### src/rtl/axi_wr_frontend_pkg.sv
// ---------------------------------------------------------------------------
// axi_pkg
// Shared types and constants for the AXI write-side front-end of the DDR2
// controller.
//   resp_t          : AXI B-channel response codes
//   burst_t         : AXI burst type encodings
//   wr_fe_state_e   : front-end FSM states
//   DEF_*           : default widths used by the front-end and its interface
//   axsize_for()    : AXI size code of a full-width beat for a data width
// ---------------------------------------------------------------------------
package axi_pkg;

    localparam int DEF_ADDR_WIDTH = 32;
    localparam int DEF_DATA_WIDTH = 64;
    localparam int DEF_ID_WIDTH   = 4;
    localparam int DEF_LEN_WIDTH  = 8;
    localparam int DEF_FIFO_DEPTH = 16;

    typedef enum logic [1:0] {
        RESP_OKAY   = 2'b00,
        RESP_SLVERR = 2'b10
    } resp_t;

    typedef enum logic [1:0] {
        BURST_FIXED = 2'b00,
        BURST_INCR  = 2'b01,
        BURST_WRAP  = 2'b10
    } burst_t;

    typedef enum logic [1:0] {
        IDLE,
        DATA,
        RESP
    } wr_fe_state_e;

    // A full-width beat transfers DATA_WIDTH/8 bytes, i.e. size = log2(bytes).
    function automatic logic [2:0] axsize_for(input int dataWidth);
        return 3'($clog2(dataWidth / 8));
    endfunction

endpackage

### src/rtl/axi_wr_frontend_if.sv
// ---------------------------------------------------------------------------
// axi_wr_frontend_if
// Bundles every handshake/bus signal of the write front-end:
//   AW channel  : awvalid/awready, awid, awaddr, awlen, awsize, awburst
//   W channel   : wvalid/wready, wid, wdata, wstrb, wlast
//   B channel   : bvalid/bready, bid, bresp
//   Scheduler   : req_valid/req_ready, req_id, req_addr, req_len
//   Data path   : wd_valid/wd_ready, wd_data, wd_strb, wd_last
// Modports:
//   slave  : the front-end's view (AXI slave, request/data source)
//   master : the surrounding environment's view
// ---------------------------------------------------------------------------
interface axi_wr_frontend_if #(
    parameter int ADDR_WIDTH = 32,
    parameter int DATA_WIDTH = 64,
    parameter int ID_WIDTH   = 4,
    parameter int LEN_WIDTH  = 8
);

    logic                      awvalid;
    logic                      awready;
    logic [ID_WIDTH-1:0]       awid;
    logic [ADDR_WIDTH-1:0]     awaddr;
    logic [LEN_WIDTH-1:0]      awlen;
    logic [2:0]                awsize;
    logic [1:0]                awburst;

    logic                      wvalid;
    logic                      wready;
    logic [ID_WIDTH-1:0]       wid;
    logic [DATA_WIDTH-1:0]     wdata;
    logic [DATA_WIDTH/8-1:0]   wstrb;
    logic                      wlast;

    logic                      bvalid;
    logic                      bready;
    logic [ID_WIDTH-1:0]       bid;
    logic [1:0]                bresp;

    logic                      req_valid;
    logic                      req_ready;
    logic [ID_WIDTH-1:0]       req_id;
    logic [ADDR_WIDTH-1:0]     req_addr;
    logic [LEN_WIDTH-1:0]      req_len;

    logic                      wd_valid;
    logic                      wd_ready;
    logic [DATA_WIDTH-1:0]     wd_data;
    logic [DATA_WIDTH/8-1:0]   wd_strb;
    logic                      wd_last;

    modport slave (
        input  awvalid, awid, awaddr, awlen, awsize, awburst,
        output awready,
        input  wvalid, wid, wdata, wstrb, wlast,
        output wready,
        output bvalid, bid, bresp,
        input  bready,
        output req_valid, req_id, req_addr, req_len,
        input  req_ready,
        output wd_valid, wd_data, wd_strb, wd_last,
        input  wd_ready
    );

    modport master (
        output awvalid, awid, awaddr, awlen, awsize, awburst,
        input  awready,
        output wvalid, wid, wdata, wstrb, wlast,
        input  wready,
        input  bvalid, bid, bresp,
        output bready,
        input  req_valid, req_id, req_addr, req_len,
        output req_ready,
        input  wd_valid, wd_data, wd_strb, wd_last,
        output wd_ready
    );

endinterface

### src/rtl/axi_wr_frontend_fifo.sv
// ---------------------------------------------------------------------------
// sync_fifo
// Single-clock FIFO holding the write-data payload.
//   clk, rst  : clock, synchronous active-high reset (empties the FIFO)
//   push_i    : write data_i (ignored while full)
//   pop_i     : advance the head (ignored while empty)
//   data_o    : current head entry
//   full_o    : no free entry; derived from registered pointers only
//   empty_o   : no valid entry
// ---------------------------------------------------------------------------
module sync_fifo #(
    parameter int WIDTH = 8,
    parameter int DEPTH = 16
) (
    input  logic             clk,
    input  logic             rst,
    input  logic             push_i,
    input  logic             pop_i,
    input  logic [WIDTH-1:0] data_i,
    output logic [WIDTH-1:0] data_o,
    output logic             full_o,
    output logic             empty_o
);

    localparam int PTR_W = $clog2(DEPTH);

    logic [PTR_W:0]     wr_ptr_q, rd_ptr_q;
    logic [WIDTH-1:0]   mem_q [DEPTH];
    logic               do_push, do_pop;

    // The extra pointer MSB distinguishes full from empty when the low
    // bits coincide: equal MSBs mean empty, differing MSBs mean full.
    assign full_o  = (wr_ptr_q[PTR_W] != rd_ptr_q[PTR_W]) &&
                     (wr_ptr_q[PTR_W-1:0] == rd_ptr_q[PTR_W-1:0]);
    assign empty_o = (wr_ptr_q == rd_ptr_q);
    assign do_push = push_i && !full_o;
    assign do_pop  = pop_i && !empty_o;
    assign data_o  = mem_q[rd_ptr_q[PTR_W-1:0]];

    // Pointer update; simultaneous push and pop both advance, so the
    // occupancy stays the same.
    always_ff @(posedge clk) begin
        if (rst) begin
            wr_ptr_q <= '0;
            rd_ptr_q <= '0;
        end else begin
            if (do_push) wr_ptr_q <= wr_ptr_q + 1'b1;
            if (do_pop)  rd_ptr_q <= rd_ptr_q + 1'b1;
        end
    end

    // Storage needs no reset: entries are only visible between push and pop.
    always_ff @(posedge clk) begin
        if (do_push) mem_q[wr_ptr_q[PTR_W-1:0]] <= data_i;
    end

endmodule

### src/rtl/axi_wr_frontend.sv
// ---------------------------------------------------------------------------
// axi_wr_frontend
// AXI write-side slave front-end of the DDR2 controller. Accepts one burst at
// a time, forwards the AW command as a single scheduler request, buffers the
// W beats in a FIFO for the data path and returns B once every beat has been
// absorbed and the request has been taken.
//   clk, rst : clock, synchronous active-high reset
//   bus      : axi_wr_frontend_if.slave (AW/W/B, scheduler request, data path)
// Optional build macro AXI_WR_PROTO_CHK_EN adds a sticky protocol-error flag
// reported as SLVERR; without it bresp is always OKAY.
// ---------------------------------------------------------------------------
module axi_wr_frontend
    import axi_pkg::*;
#(
    parameter int ADDR_WIDTH = DEF_ADDR_WIDTH,
    parameter int DATA_WIDTH = DEF_DATA_WIDTH,
    parameter int ID_WIDTH   = DEF_ID_WIDTH,
    parameter int LEN_WIDTH  = DEF_LEN_WIDTH,
    parameter int FIFO_DEPTH = DEF_FIFO_DEPTH
) (
    input  logic               clk,
    input  logic               rst,
    axi_wr_frontend_if.slave   bus
);

    localparam int STRB_WIDTH    = DATA_WIDTH / 8;
    localparam int PAYLOAD_WIDTH = DATA_WIDTH + STRB_WIDTH + 1;

    wr_fe_state_e              state_q, state_d;
    logic [ID_WIDTH-1:0]       id_q;
    logic [ADDR_WIDTH-1:0]     addr_q;
    logic [LEN_WIDTH-1:0]      len_q;
    logic [LEN_WIDTH-1:0]      beat_cnt_q;
    logic                      req_pend_q;

    logic                      awready, wready, bvalid;
    logic                      aw_fire, w_fire, b_fire, last_beat;
    logic                      fifo_full, fifo_empty;
    logic [PAYLOAD_WIDTH-1:0]  fifo_head, head_out;

    // The burst end is decided by the beat count, never by wlast.
    assign last_beat = (beat_cnt_q == len_q);
    assign aw_fire   = bus.awvalid && awready;
    assign w_fire    = bus.wvalid && wready;
    assign b_fire    = bvalid && bus.bready;

    // Next-state and handshake outputs. B is held back until the scheduler
    // has taken the request so that command order is never violated.
    always_comb begin
        state_d = state_q;
        awready = 1'b0;
        wready  = 1'b0;
        bvalid  = 1'b0;
        case (state_q)
            IDLE: begin
                awready = 1'b1;
                if (bus.awvalid) state_d = DATA;
            end
            DATA: begin
                wready = !fifo_full;
                if (bus.wvalid && !fifo_full && last_beat) state_d = RESP;
            end
            RESP: begin
                bvalid = !req_pend_q;
                if (!req_pend_q && bus.bready) state_d = IDLE;
            end
            default: state_d = IDLE;
        endcase
    end

    // State register, latched command, beat counter and request-pending flag.
    always_ff @(posedge clk) begin
        if (rst) begin
            state_q    <= IDLE;
            id_q       <= '0;
            addr_q     <= '0;
            len_q      <= '0;
            beat_cnt_q <= '0;
            req_pend_q <= 1'b0;
        end else begin
            state_q <= state_d;
            if (aw_fire) begin
                id_q       <= bus.awid;
                addr_q     <= bus.awaddr;
                len_q      <= bus.awlen;
                beat_cnt_q <= '0;
                req_pend_q <= 1'b1;
            end else begin
                if (w_fire) beat_cnt_q <= beat_cnt_q + 1'b1;
                if (req_pend_q && bus.req_ready) req_pend_q <= 1'b0;
            end
        end
    end

    sync_fifo #(
        .WIDTH (PAYLOAD_WIDTH),
        .DEPTH (FIFO_DEPTH)
    ) u_fifo (
        .clk     (clk),
        .rst     (rst),
        .push_i  (w_fire),
        .pop_i   (bus.wd_ready),
        .data_i  ({bus.wdata, bus.wstrb, last_beat}),
        .data_o  (fifo_head),
        .full_o  (fifo_full),
        .empty_o (fifo_empty)
    );

    // Stale storage is masked so the data-path outputs read zero when empty.
    assign head_out     = fifo_empty ? '0 : fifo_head;

    assign bus.awready   = awready;
    assign bus.wready    = wready;
    assign bus.bvalid    = bvalid;
    assign bus.bid       = id_q;
    assign bus.req_valid = req_pend_q;
    assign bus.req_id    = id_q;
    assign bus.req_addr  = addr_q;
    assign bus.req_len   = len_q;
    assign bus.wd_valid  = !fifo_empty;
    assign bus.wd_data   = head_out[PAYLOAD_WIDTH-1 -: DATA_WIDTH];
    assign bus.wd_strb   = head_out[STRB_WIDTH:1];
    assign bus.wd_last   = head_out[0];

`ifdef AXI_WR_PROTO_CHK_EN
    localparam logic [2:0] FULL_SIZE = axsize_for(DATA_WIDTH);

    logic err_q;

    // Sticky protocol error: reserved burst type (2'b11) or narrow size at
    // AW, or a wlast/wid that disagrees with the latched command per beat.
    // Data is forwarded regardless; the error only changes bresp.
    always_ff @(posedge clk) begin
        if (rst) begin
            err_q <= 1'b0;
        end else if (b_fire) begin
            err_q <= 1'b0;
        end else if (aw_fire && (bus.awburst == 2'b11 || bus.awsize != FULL_SIZE)) begin
            err_q <= 1'b1;
        end else if (w_fire && (bus.wlast != last_beat || bus.wid != id_q)) begin
            err_q <= 1'b1;
        end
    end

    assign bus.bresp = err_q ? RESP_SLVERR : RESP_OKAY;
`else
    logic unused_proto;

    assign unused_proto = ^{bus.wlast, bus.wid, bus.awsize, bus.awburst, b_fire};
    assign bus.bresp    = RESP_OKAY;
`endif

endmodule
### src/flat_wrapper.sv
// flat-port wrapper written by rule: the top's interface ports become plain ports
module axi_wr_frontend_flat import axi_pkg::*;
#(
    parameter int ADDR_WIDTH = DEF_ADDR_WIDTH,
    parameter int DATA_WIDTH = DEF_DATA_WIDTH,
    parameter int ID_WIDTH   = DEF_ID_WIDTH,
    parameter int LEN_WIDTH  = DEF_LEN_WIDTH,
    parameter int FIFO_DEPTH = DEF_FIFO_DEPTH
)
  (clk, rst, bus_awvalid, bus_awid, bus_awaddr, bus_awlen, bus_awsize, bus_awburst, bus_awready, bus_wvalid, bus_wid, bus_wdata, bus_wstrb, bus_wlast, bus_wready, bus_bvalid, bus_bid, bus_bresp, bus_bready, bus_req_valid, bus_req_id, bus_req_addr, bus_req_len, bus_req_ready, bus_wd_valid, bus_wd_data, bus_wd_strb, bus_wd_last, bus_wd_ready);
  axi_wr_frontend_if #(.ADDR_WIDTH(ADDR_WIDTH), .DATA_WIDTH(DATA_WIDTH), .ID_WIDTH(ID_WIDTH), .LEN_WIDTH(LEN_WIDTH)) bus_i ();
  input  logic clk;
  input  logic rst;
  input wire logic [$bits(bus_i.awvalid)-1:0] bus_awvalid;
  input wire logic [$bits(bus_i.awid)-1:0] bus_awid;
  input wire logic [$bits(bus_i.awaddr)-1:0] bus_awaddr;
  input wire logic [$bits(bus_i.awlen)-1:0] bus_awlen;
  input wire logic [$bits(bus_i.awsize)-1:0] bus_awsize;
  input wire logic [$bits(bus_i.awburst)-1:0] bus_awburst;
  output wire logic [$bits(bus_i.awready)-1:0] bus_awready;
  input wire logic [$bits(bus_i.wvalid)-1:0] bus_wvalid;
  input wire logic [$bits(bus_i.wid)-1:0] bus_wid;
  input wire logic [$bits(bus_i.wdata)-1:0] bus_wdata;
  input wire logic [$bits(bus_i.wstrb)-1:0] bus_wstrb;
  input wire logic [$bits(bus_i.wlast)-1:0] bus_wlast;
  output wire logic [$bits(bus_i.wready)-1:0] bus_wready;
  output wire logic [$bits(bus_i.bvalid)-1:0] bus_bvalid;
  output wire logic [$bits(bus_i.bid)-1:0] bus_bid;
  output wire logic [$bits(bus_i.bresp)-1:0] bus_bresp;
  input wire logic [$bits(bus_i.bready)-1:0] bus_bready;
  output wire logic [$bits(bus_i.req_valid)-1:0] bus_req_valid;
  output wire logic [$bits(bus_i.req_id)-1:0] bus_req_id;
  output wire logic [$bits(bus_i.req_addr)-1:0] bus_req_addr;
  output wire logic [$bits(bus_i.req_len)-1:0] bus_req_len;
  input wire logic [$bits(bus_i.req_ready)-1:0] bus_req_ready;
  output wire logic [$bits(bus_i.wd_valid)-1:0] bus_wd_valid;
  output wire logic [$bits(bus_i.wd_data)-1:0] bus_wd_data;
  output wire logic [$bits(bus_i.wd_strb)-1:0] bus_wd_strb;
  output wire logic [$bits(bus_i.wd_last)-1:0] bus_wd_last;
  input wire logic [$bits(bus_i.wd_ready)-1:0] bus_wd_ready;
  assign bus_i.awvalid = bus_awvalid;
  assign bus_i.awid = bus_awid;
  assign bus_i.awaddr = bus_awaddr;
  assign bus_i.awlen = bus_awlen;
  assign bus_i.awsize = bus_awsize;
  assign bus_i.awburst = bus_awburst;
  assign bus_awready = bus_i.awready;
  assign bus_i.wvalid = bus_wvalid;
  assign bus_i.wid = bus_wid;
  assign bus_i.wdata = bus_wdata;
  assign bus_i.wstrb = bus_wstrb;
  assign bus_i.wlast = bus_wlast;
  assign bus_wready = bus_i.wready;
  assign bus_bvalid = bus_i.bvalid;
  assign bus_bid = bus_i.bid;
  assign bus_bresp = bus_i.bresp;
  assign bus_i.bready = bus_bready;
  assign bus_req_valid = bus_i.req_valid;
  assign bus_req_id = bus_i.req_id;
  assign bus_req_addr = bus_i.req_addr;
  assign bus_req_len = bus_i.req_len;
  assign bus_i.req_ready = bus_req_ready;
  assign bus_wd_valid = bus_i.wd_valid;
  assign bus_wd_data = bus_i.wd_data;
  assign bus_wd_strb = bus_i.wd_strb;
  assign bus_wd_last = bus_i.wd_last;
  assign bus_i.wd_ready = bus_wd_ready;
  axi_wr_frontend #(.ADDR_WIDTH(ADDR_WIDTH), .DATA_WIDTH(DATA_WIDTH), .ID_WIDTH(ID_WIDTH), .LEN_WIDTH(LEN_WIDTH), .FIFO_DEPTH(FIFO_DEPTH)) u_core (.clk(clk), .rst(rst), .bus(bus_i));
endmodule
### config.mk
export PLATFORM = sky130hd
export DESIGN_NAME = axi_wr_frontend_flat
export DESIGN_NICKNAME = d
export VERILOG_FILES = /design/src/rtl/axi_wr_frontend_pkg.sv /design/src/rtl/axi_wr_frontend_if.sv /design/src/rtl/axi_wr_frontend_fifo.sv /design/src/rtl/axi_wr_frontend.sv /design/src/flat_wrapper.sv
export SDC_FILE = /design/constraint.sdc
export NUM_CORES = 1
export LEC_CHECK = 0
export CAP_MARGIN = 15
export CORE_MARGIN = 2
export CORE_UTILIZATION = 32
export CTS_BUF_LIST = sky130_fd_sc_hd__clkbuf_4 sky130_fd_sc_hd__clkbuf_8 sky130_fd_sc_hd__clkbuf_16
export CTS_CLUSTER_DIAMETER = 50
export DETAILED_ROUTE_END_ITERATION = 10
export GPL_ROUTABILITY_DRIVEN = 0
export SYNTH_ARGS = -nofsm -noshare
export SYNTH_HDL_FRONTEND = slang
export SYNTH_SLANG_ARGS = --single-unit
### constraint.sdc
create_clock -name clk -period 7 [get_ports clk]
set_input_delay 0.7 -clock clk [delete_from_list [all_inputs] [get_ports clk]]
set_output_delay 0.7 -clock clk [all_outputs]
set_load 0.02 [all_outputs]
==> results of run 1 <==
## cell usage in the layout, fill, tap and decap left out, types with 3 or more instances in the layout
cell type,count
edfxtp_1,1168
mux4_2,292
clkdlybuf4s50_1,247
clkbuf_16,148
o22ai_1,126
nand2_1,103
nor3_1,74
dfxtp_1,65
a21oi_1,48
buf_4,45
nor2b_1,31
clkinv_1,28
a211oi_1,25
clkbuf_4,22
clkinv_2,18
xnor2_1,13
and3_4,13
nor2_1,12
mux2i_1,10
inv_6,9
mux2_2,8
or3_1,7
inv_8,7
nand4_1,6
nand2b_1,6
ha_1,6
bufinv_16,6
nand3_1,5
buf_12,5
inv_1,4
dfxtp_4,3
clkinv_8,3
clkinv_4,3
clkinvlp_4,3
## stage by stage
stage | total power [mW] | setup WS, ps
2_1_floorplan | 9.183 | 406.7
3_3_place_gp | 9.687 | 2293
3_5_place_dp | 9.721 | 2262
4_1_cts | 16.88 | 1371
5_1_grt | 17.22 | 1289
6_report | 16.67 | 1589
## power groups by stage
| stage | logic [mW] | clock network [mW] | registers, mW |
|---|---|---|---|
| finish | 1.33 | 7.14 | 8.21 |
| CTS | 1.37 | 7.30 | 8.21 |
| global route | 1.43 | 7.58 | 8.21 |
| detailed placement | 1.36 | 0 | 8.36 |
| global placement | 1.33 | 0 | 8.35 |
| floorplan | 0.830 | 0 | 8.35 |
## path summary, 6_finish.rpt
path / endpoint / slack [ps] / cells after the start
worst max-delay path: bus_wd_data[63] / 1590 / 6
worst min-delay path: u_core.bus.req_addr[10] / 460 / 2
worst max register to register: u_core.u_fifo.mem_q[0][61] / 3310 / 5
worst min register to register: u_core.bus.req_addr[10] / 460 / 2
## worst register-to-register path, cell delays in order, from the launching register on
cell and delay, ps:
dfxtp_1 480, xnor2_1 130, and4_1 370, a21oi_2 740, and3_4 930, buf_4 640
## cell families (layout without fill, tap and decap cells)
group | Yosys count | after routing
buffers and inverters | 140 | 552
muxes | 310 | 310
and+or+nand+nor | 274 | 274
xor gates and xnor gates | 14 | 14
AOI/OAI and AO/OA | 209 | 209
adders and majority gates | 6 | 6
DFF | 1237 | 1237
other | 1 | 4
## state kept, by name, indices dropped and copies added (netlist names), named ones only
name,count
u_core.u_fifo.wr_ptr_q,5
u_core.bus.req_len,8
u_core.u_fifo.mem_q,1168
u_core.bus.req_valid,1
u_core.state_q,2
u_core.bus.bid,4
u_core.beat_cnt_q,8
u_core.bus.req_addr,32
u_core.u_fifo.rd_ptr_q,5
## final cells by class
class	instances	area share, %
flip-flops and latches	1237	65.01
multi-input cells	815	17.34
well taps	1917	4.276
repair buffers	298	5.197
diodes	2	0.008922
inverters	4	0.02677
clock inverters	80	1.249
clock buffers	170	6.897
## routing by layer
layer / part of all wire (%) / vias up / track usage [%]
li1: - / 9781 / -
met1: 42 / 12350 / 19.94
met2: 50 / 760 / 26.58
met3: 5.9 / 186 / 3.371
met4: 2.0 / 12 / 4.499
met5: 0.058 / - / 0
==> results.sh, run 1 <==
export IMPL_stdcell_area_mm2=0.05610
export IMPL_slew_viol_final=0
export IMPL_drc_errors=0
export IMPL_synth_cells=2191
export IMPL_p_leak_nw=16.96
export IMPL_cts_resized=0
export IMPL_clock_path_buffers=3
export IMPL_crit_buf_inv=2
export IMPL_cpLargestDelayFamily="buffers and inverters"
export IMPL_power_frac_seq_pct=49.2
export IMPL_areaGrowthSynthToFinish_pct=19.83
export IMPL_timing_rr_start="u_core.u_fifo.wr_ptr_q[2]"
export IMPL_grt_pass1_vias=24180
export IMPL_num_io_pins=261
export IMPL_dp_cells=4271
export IMPL_grt_max_degree=95
export IMPL_switching_power_mw=3.696
export IMPL_avgSynthCellArea_um2=21.37
export IMPL_ys_types=43
export IMPL_wirelength_um=117700
export IMPL_numCtsBuffers=142
export IMPL_crit_chain="buf_12 > mux4_2 > nor2b_1 > a211oi_1 > nor3_1 > clkdlybuf4s50_1"
export IMPL_synth_most_common_cell="edfxtp_1"
export IMPL_whs_ps=456.2
export IMPL_dp_hpwl_um=62140
export IMPL_die_h_um=386.5
export IMPL_cts_root_buffer_cell="clkbuf_16"
export IMPL_post_route_period_util_pct=77.30
export IMPL_crit_type="flop to primary output"
export IMPL_finalNetCount=2637
export IMPL_slowest_delay_ps=1110
export IMPL_hp_class="flop to flop"
export IMPL_io_buffers=248
export IMPL_slowest_stage="dfxtp_4"
export IMPL_multiInputGateArea_mm2=0.009724
export IMPL_critical_path_max_fanout=86
export IMPL_start_util_pct=32.20
export IMPL_finalCriticalPeriod_ps=5411
export IMPL_internal_power_mw=12.98
export IMPL_row_count=140
export IMPL_synth_edf_count=1168
export IMPL_clockPowerShare_pct=42.8
export IMPL_post_synth_and_or_nand_nor_area_fraction_pct=2.836
export IMPL_start_kind="flop"
export IMPL_required_ps=6300
export IMPL_h_tree_depth=4
export IMPL_dpl_cell_area_mm2=0.05152
export IMPL_tightest_slew_ps=1186
export IMPL_path_clk_slew_ps=50
export IMPL_via_per_inst=5.104
export IMPL_peakVddDrop_mv=0.1721
export IMPL_arrival_ps=4710
export IMPL_ys_flop_type="edfxtp_1"
export IMPL_setup_viol=0
export IMPL_synth_common_cells="1168 x edfxtp_1, 292 x mux4_2, 126 x o22ai_1"
export IMPL_fillers=12920
export IMPL_rsz0062_at_grt="false"
export IMPL_grt_usage_pct=15.57
export IMPL_fmax_mhz=184.8
export IMPL_synth_top_area_cell="edfxtp_1"
export IMPL_synthAdderAreaFrac_pct=0.1604
export IMPL_ys_seq_area_share_pct=77.87
export IMPL_yosysWarningCount=0
export IMPL_p_comb_share_pct=8.0
export IMPL_powerDensity_mw_per_mm2=297.2
export IMPL_clock_sinks=1237
export IMPL_yosys_top_cells_area="edfxtp_1 75%, mux4_2 14%, dfxtp_1 3.0%"
export IMPL_drt_initial_drc_count=2270
export IMPL_die_w_um=386.5
export IMPL_drv_cap=0
export IMPL_layout_drive_gt1_share_pct=23.12
export IMPL_clk_insertion_delay_late_ps=770
export IMPL_fin_cells=4523
export IMPL_fin_worst_skew_ps=22.67
export IMPL_cts_setup_buffers=0
export IMPL_antenna_found_initial=13
export IMPL_synth_top_family_by_area="multiplexers"
export IMPL_core_area_mm2=0.1454
export IMPL_setup_tns_ps=0
export IMPL_synth_xor_xnor_area_share_pct=0.2780
export IMPL_synth_area_mm2=0.04681
export IMPL_hold_buffers=0
export IMPL_synth_compound_area_share_pct=2.761
export IMPL_switching_share_pct=22.17
export IMPL_finalHoldViolCount=0
export IMPL_die_area_mm2=0.1494
export IMPL_cts_tree="done"
export IMPL_hold_start="u_core.bus.req_addr[10]"
export IMPL_grt_pass1_wl_um=167700
export IMPL_run_status="completed"
export IMPL_drt_pass1_iterations=7
export IMPL_synth_area_mux_share_pct=14.45
export IMPL_wire_per_inst_um=26.03
export IMPL_synthArstFlopShare_pct=0
export IMPL_ant_nets=0
export IMPL_vias=23080
export IMPL_ys_ff_latch=1237
export IMPL_synth_top_area_share_pct=74.92
export IMPL_seq_area_mm2=0.03647
export IMPL_post_route_util_pct=38.58
export IMPL_crit_path_end_kind="primary output"
export IMPL_slew_headroom_pct=20.92
export IMPL_grt_ovfl_total=0
Power figures use the tool's default switching activity.
==> inputs of run 2 (changes only) <==
Clock period 7 ns to 4.6 ns, I/O delays scaled along.
==> run 2 against run 1 <==
Non-clock buffer count rose by 31. Highest routed layer unchanged. Clock power increased by 55%. Critical path type unchanged. Final cell count grew 0.86%.
==> results.sh, run 2 (synthesis gave the netlist of run 1 again) <==
export IMPL_required_ps=4140
export IMPL_drc_errors=0
export IMPL_met1_usage_pct=20.56
export IMPL_die_w_um=386.5
export IMPL_crit_path_end_kind="primary output"
export IMPL_powerDensity_mw_per_mm2=452.1
export IMPL_clk_insertion_delay_late_ps=760
export IMPL_crit_type="flop to primary output"
export IMPL_cpMostUsedCell="buf_4"
export IMPL_cts_resized=0
export IMPL_grt_usage_pct=15.94
export IMPL_largest_reg_flops=1168
export IMPL_ant_nets=0
export IMPL_start_kind="flop"
export IMPL_fmax_mhz=229.2
export IMPL_hold_buffers=0
export IMPL_switching_share_pct=22.76
export IMPL_cts_setup_buffers=1
export IMPL_drv_cap=0
export IMPL_numCtsBuffers=143
export IMPL_p_leak_nw=17.29
export IMPL_crit_chain="buf_4 > buf_4 > mux4_2 > o22ai_1 > nor3_1 > clkdlybuf4s50_1"
export IMPL_layout_drive_gt1_share_pct=24.51
export IMPL_via_per_inst=5.129
export IMPL_num_io_pins=261
export IMPL_worstHoldPathCells=3
export IMPL_drt_pass1_iterations=5
export IMPL_hp_class="input pin to flop"
export IMPL_post_route_period_util_pct=94.83
export IMPL_slew_viol_final=0
export IMPL_power_frac_seq_pct=48.5
export IMPL_path_clk_slew_ps=60
export IMPL_grt_max_degree=74
export IMPL_hold_start="bus_awaddr[4]"
export IMPL_fin_cells=4562
export IMPL_wirelength_um=120100
export IMPL_run_status="completed"
export IMPL_finalCriticalPeriod_ps=4362
export IMPL_setup_viol=0
export IMPL_clock_sinks=1237
export IMPL_gr_usage_met3_pct=3.239
export IMPL_grt_ovfl_total=0
export IMPL_vias=23400
export IMPL_post_route_util_pct=39.12
export IMPL_areaGrowthSynthToFinish_pct=21.49
export IMPL_finalNetCount=2669
export IMPL_slowest_stage="dfxtp_4"
export IMPL_slowest_delay_ps=740
export IMPL_cts_tree="done"
export IMPL_timing_rr_start="u_core.u_fifo.wr_ptr_q[2]"
export IMPL_hold_end="u_core.bus.req_addr[4]"
export IMPL_fin_worst_skew_ps=20.63
export IMPL_p_comb_share_pct=8.2
export IMPL_row_count=140
export IMPL_dp_cells=4300
export IMPL_arrival_ps=3900
export IMPL_mostFrequentLayoutCells="1168 x edfxtp_1, 292 x mux4_2, 247 x clkdlybuf4s50_1"
export IMPL_finalHoldViolCount=0
export IMPL_rsz0062_at_grt="false"
export IMPL_wire_per_inst_um=26.32
export IMPL_worst_r2r_path_depth=5
export IMPL_h_tree_depth=4
export IMPL_grt_pass1_wl_um=172300
export IMPL_peakVddDrop_mv=0.2818
export IMPL_antenna_found_initial=14
export IMPL_clockPowerShare_pct=43.2
export IMPL_internal_power_mw=19.86
export IMPL_io_buffers=248
export IMPL_drt_initial_drc_count=2088
export IMPL_switching_power_mw=5.852
export IMPL_dp_hpwl_um=64600
export IMPL_final_common_cell="edfxtp_1"
export IMPL_tightest_slew_ps=911.4
export IMPL_die_area_mm2=0.1494
export IMPL_clock_path_buffers=3
export IMPL_critical_path_max_fanout=35
export IMPL_use_met2_pct=27.21
export IMPL_setup_tns_ps=0
export IMPL_start_util_pct=32.20
export IMPL_die_h_um=386.5
export IMPL_r2r_end="u_core.u_fifo.mem_q[10][71]"
export IMPL_slew_headroom_pct=39.24
export IMPL_grt_pass1_vias=24670
export IMPL_top_usage_layer="met2"
export IMPL_core_area_mm2=0.1454
export IMPL_cts_root_buffer_cell="clkbuf_16"
export IMPL_r2r_setup_slack_ps=1220
[run 2: how the worst max path moves through the flow]
stage	from	depth (start not counted)	slack, ps	end
2_1_floorplan	u_core.state_q[0]	4	220	u_core.u_fifo.mem_q[3][0]
3_3_place_gp	flop	5	900	bus_wd_data[59]
3_5_place_dp	flop	7	840	bus_wd_data[51]
4_1_cts	flop	5	40	bus_wd_strb[3]
5_1_grt	flop	7	70	bus_wd_data[51]
6_report	flop	6	240	bus_wd_data[56]
[run 2: final cells by class]
class,count,area [µm²]
antenna,1,2.502
multi-input combinational,815,9728
inverter,4,15.01
sequential,1237,36470
clock inverter,93,903.4
timing repair buffer,329,3547
clock buffer,166,3810
tap,1917,2399
fill,12860,88520
[run 2: critical path: cells and delay by family, from the launching register on]
family                 cells  cell delay, ps
AO/OA/AOI/OAI              1              90
buffers and inverters      3            1610
flip-flops                 1             740
multiplexers               1             270
AND/OR/NAND/NOR            1             400
[run 2: stage by stage]
step / hold WS (ps) / worst slack [ps] / power, mW / area (µm²)
floorplan: 456.7 / 215.6 / 13.97 / 46820
global route: 213.3 / 69.04 / 26.53 / 56870
finish: 245.9 / 237.7 / 25.71 / 56870
CTS: 181.4 / 42.11 / 26.00 / 56860
detailed placement: 450.6 / 843.8 / 14.87 / 52120
global placement: 447.0 / 895.9 / 14.83 / 52120
[run 2: power groups by stage]
| stage | clock [mW] | sequential (mW) | combinational [mW] |
|---|---|---|---|
| final | 11.1 | 12.5 | 2.12 |
| after global routing | 11.8 | 12.5 | 2.27 |
| after CTS | 11.3 | 12.5 | 2.16 |
| after detailed placement | 0 | 12.7 | 2.15 |
| after global placement | 0 | 12.7 | 2.12 |
| after floorplan | 0 | 12.7 | 1.26 |
[run 2: layer usage]
| layer | wire length [µm] | vias to the layer above |
|---|---|---|
| met2 | 60950 | 811 |
| met5 | 92 | - |
| met1 | 49570 | 12530 |
| li1 | - | 9881 |
| met3 | 7093 | 164 |
| met4 | 2360 | 14 |
==> edit: new RTL, config.mk and constraints of run 2 <==
Encoding of `wr_fe_state_e`: now one-hot (3 bits for 3 states).
--- a/src/rtl/axi_wr_frontend_pkg.sv
+++ b/src/rtl/axi_wr_frontend_pkg.sv
@@ -27,10 +27,10 @@
         BURST_WRAP  = 2'b10
     } burst_t;
 
-    typedef enum logic [1:0] {
-        IDLE,
-        DATA,
-        RESP
+    typedef enum logic [2:0] {
+        IDLE = 3'b001,
+        DATA = 3'b010,
+        RESP = 3'b100
     } wr_fe_state_e;
 
     // A full-width beat transfers DATA_WIDTH/8 bytes, i.e. size = log2(bytes).
Behaviour: same outputs for any inputs over 4 cycles, from zero or initial values and one cycle with rst high; so few cycles prove little.
==> edit against run 2 <==
Sequential cell count is 1 higher. Synthesized area hardly changed. Wire length is 1.5% lower. Cell area is 0.17% lower. Cell count is 0.24% lower. Hold slack worse by 0.024 ns. Worst setup slack better by 0.11 ns. Critical path type unchanged.
Power is not compared: it rests on default switching activity, and its combinational part moved more than twofold at a synthesized area within 25%.
==> edit: results (changes against run 2) <==
| Metric | Value |
|---|---|
| Status | `complete, no violations` |
| Longest Clk Path Bufs | `3 (unchanged)` |
| WHS Endpoint | `u_core.bus.bid[2]` |
| Worst-Margin Slew | `1.045 ns (+0.1334 ns)` |
| Vias per cell | `5.147 (+0.36%)` |
| GR Util All Layers | `15.76% (-0.17 points)` |
| Share of cells above drive strength 1 | `24.34% (-0.16 points)` |
| Compound-gate portion of the synthesized area | `2.805% (+0.044 points)` |
| Num CTS Buffers | `144 (+0.70%)` |
| Max FO, Critical Path | `28 (-20%)` |
| Post-synth top cells | `edfxtp_1 (1168), mux4_2 (292), o22ai_1 (146), nand2_1 (106), nor3_1 (73)` |
| WP data arrival | `3.79 ns (-0.11 ns)` |
| Final net count | `2652 (-0.64%)` |
| Synth top area cells | `edfxtp_1 (75%), mux4_2 (14%), dfxtp_1 (3.0%)` |
| CP endpoint | `bus_wd_data[32]` |
| Dpl hpwl | `64060 µm (-0.83%)` |
| Global-route wire length before repair | `171500 µm (-0.49%)` |
| R2r setup slk | `1.66 ns (+0.44 ns)` |
| DRT Wirelength | `118200 µm (-1.5%)` |
| Combinational logic power | `about 0.9 mW` |
| Initial DRC count | `1989 (-4.7%)` |
| Cell variety after synth | `48 (+12%)` |
| Ys async rst share | `0% (unchanged)` |
| Post-synthesis mux area share | `14.38% (-0.073 points)` |
| Sequential-to-total area share from yosys stat | `77.88% (about the same)` |
| Worst Skew | `0.05350 ns (+0.03287 ns)` |
| Critical R2R Capture | `u_core.u_fifo.mem_q[12][58]` |
| Placed inst area | `51870 µm² (-0.47%)` |
| Layout filler cell count | `12795 (-0.49%)` |
| Initial antenna violation count | `15 (+1)` |
| Clk_lat worst skew | `0.78 ns (+0.02 ns)` |
| Post-synthesis adder-cell area fraction | `0.1603% (about the same)` |
| Min-Delay Startpoint | `bus_awid[2]` |
| Largest net degree at the start of global routing | `83 (+12%)` |
| Postcts setup bufs | `0 (-1)` |
| Worst path slowest cell | `clkdlybuf4s50_1` |
[edit: changes by cell type after synthesis, sizes merged, moves of 5 or more]
| cell | delta |
|---|---|
| nor2b | -25 |
| a211oi | -24 |
| o22ai | +20 |
| buf | +17 |
| clkbuf | -16 |
| and4 | +6 |
| a21oi | +5 |
| nor2 | +5 |
[edit: routing by layer]
layer	vias to the layer above	global-route usage, %	share of wire [%]
li1	9864	-	-
met1	12552	20.57	41
met2	793	26.55	50
met3	197	3.594	6.5
met4	18	4.043	1.9
met5	-	0	0.10
[edit: kinds of logic after synthesis]
kind of cell    after synthesis
compound gates              216
xor+xnor                     14
fa+ha+maj                     6
buf+inv                     143
flops                      1238
mux                         307
other cells                   1
simple gates                261
[edit: layout make-up]
type	instances	area [µm²]	share of cell area, %
Timing Repair Buffer	317	3333	5.871
Clock buffer	174	3841	6.766
Multi-Input combinational cell	806	9634	16.97
Sequential cell	1238	36490	64.26
Clock inverter	88	1047	1.845
Tap cell	1917	2399	4.225
Antenna cell	5	12.51	0.02204
Inverter	6	22.52	0.03967
[edit: per-stage QoR]
| step | hold slack (ns) | setup WS (ns) | power, mW | std cells | util (%) |
|---|---|---|---|---|---|
| finish | 0.2218 | 0.3510 | 24.74 | 4551 | 39.00 |
| global route | 0.1868 | 0.1150 | 25.53 | 4547 | 39.00 |
| CTS | 0.1642 | 0.2235 | 25.00 | 4546 | 39.00 |
| detailed placement | 0.4481 | 1.069 | 13.57 | 4284 | 35.64 |
| global placement | 0.4470 | 1.080 | 13.54 | 4284 | 35.64 |
| floorplan | 0.4567 | 1.068 | 13.07 | 2187 | - |
[edit: critical path, delay by kind of cell (launching register included)]
kind	cells	cell delay [ns]
simple gates	2	1.15
buf+inv	2	1.11
flops	1	0.58
compound gates	1	0.14
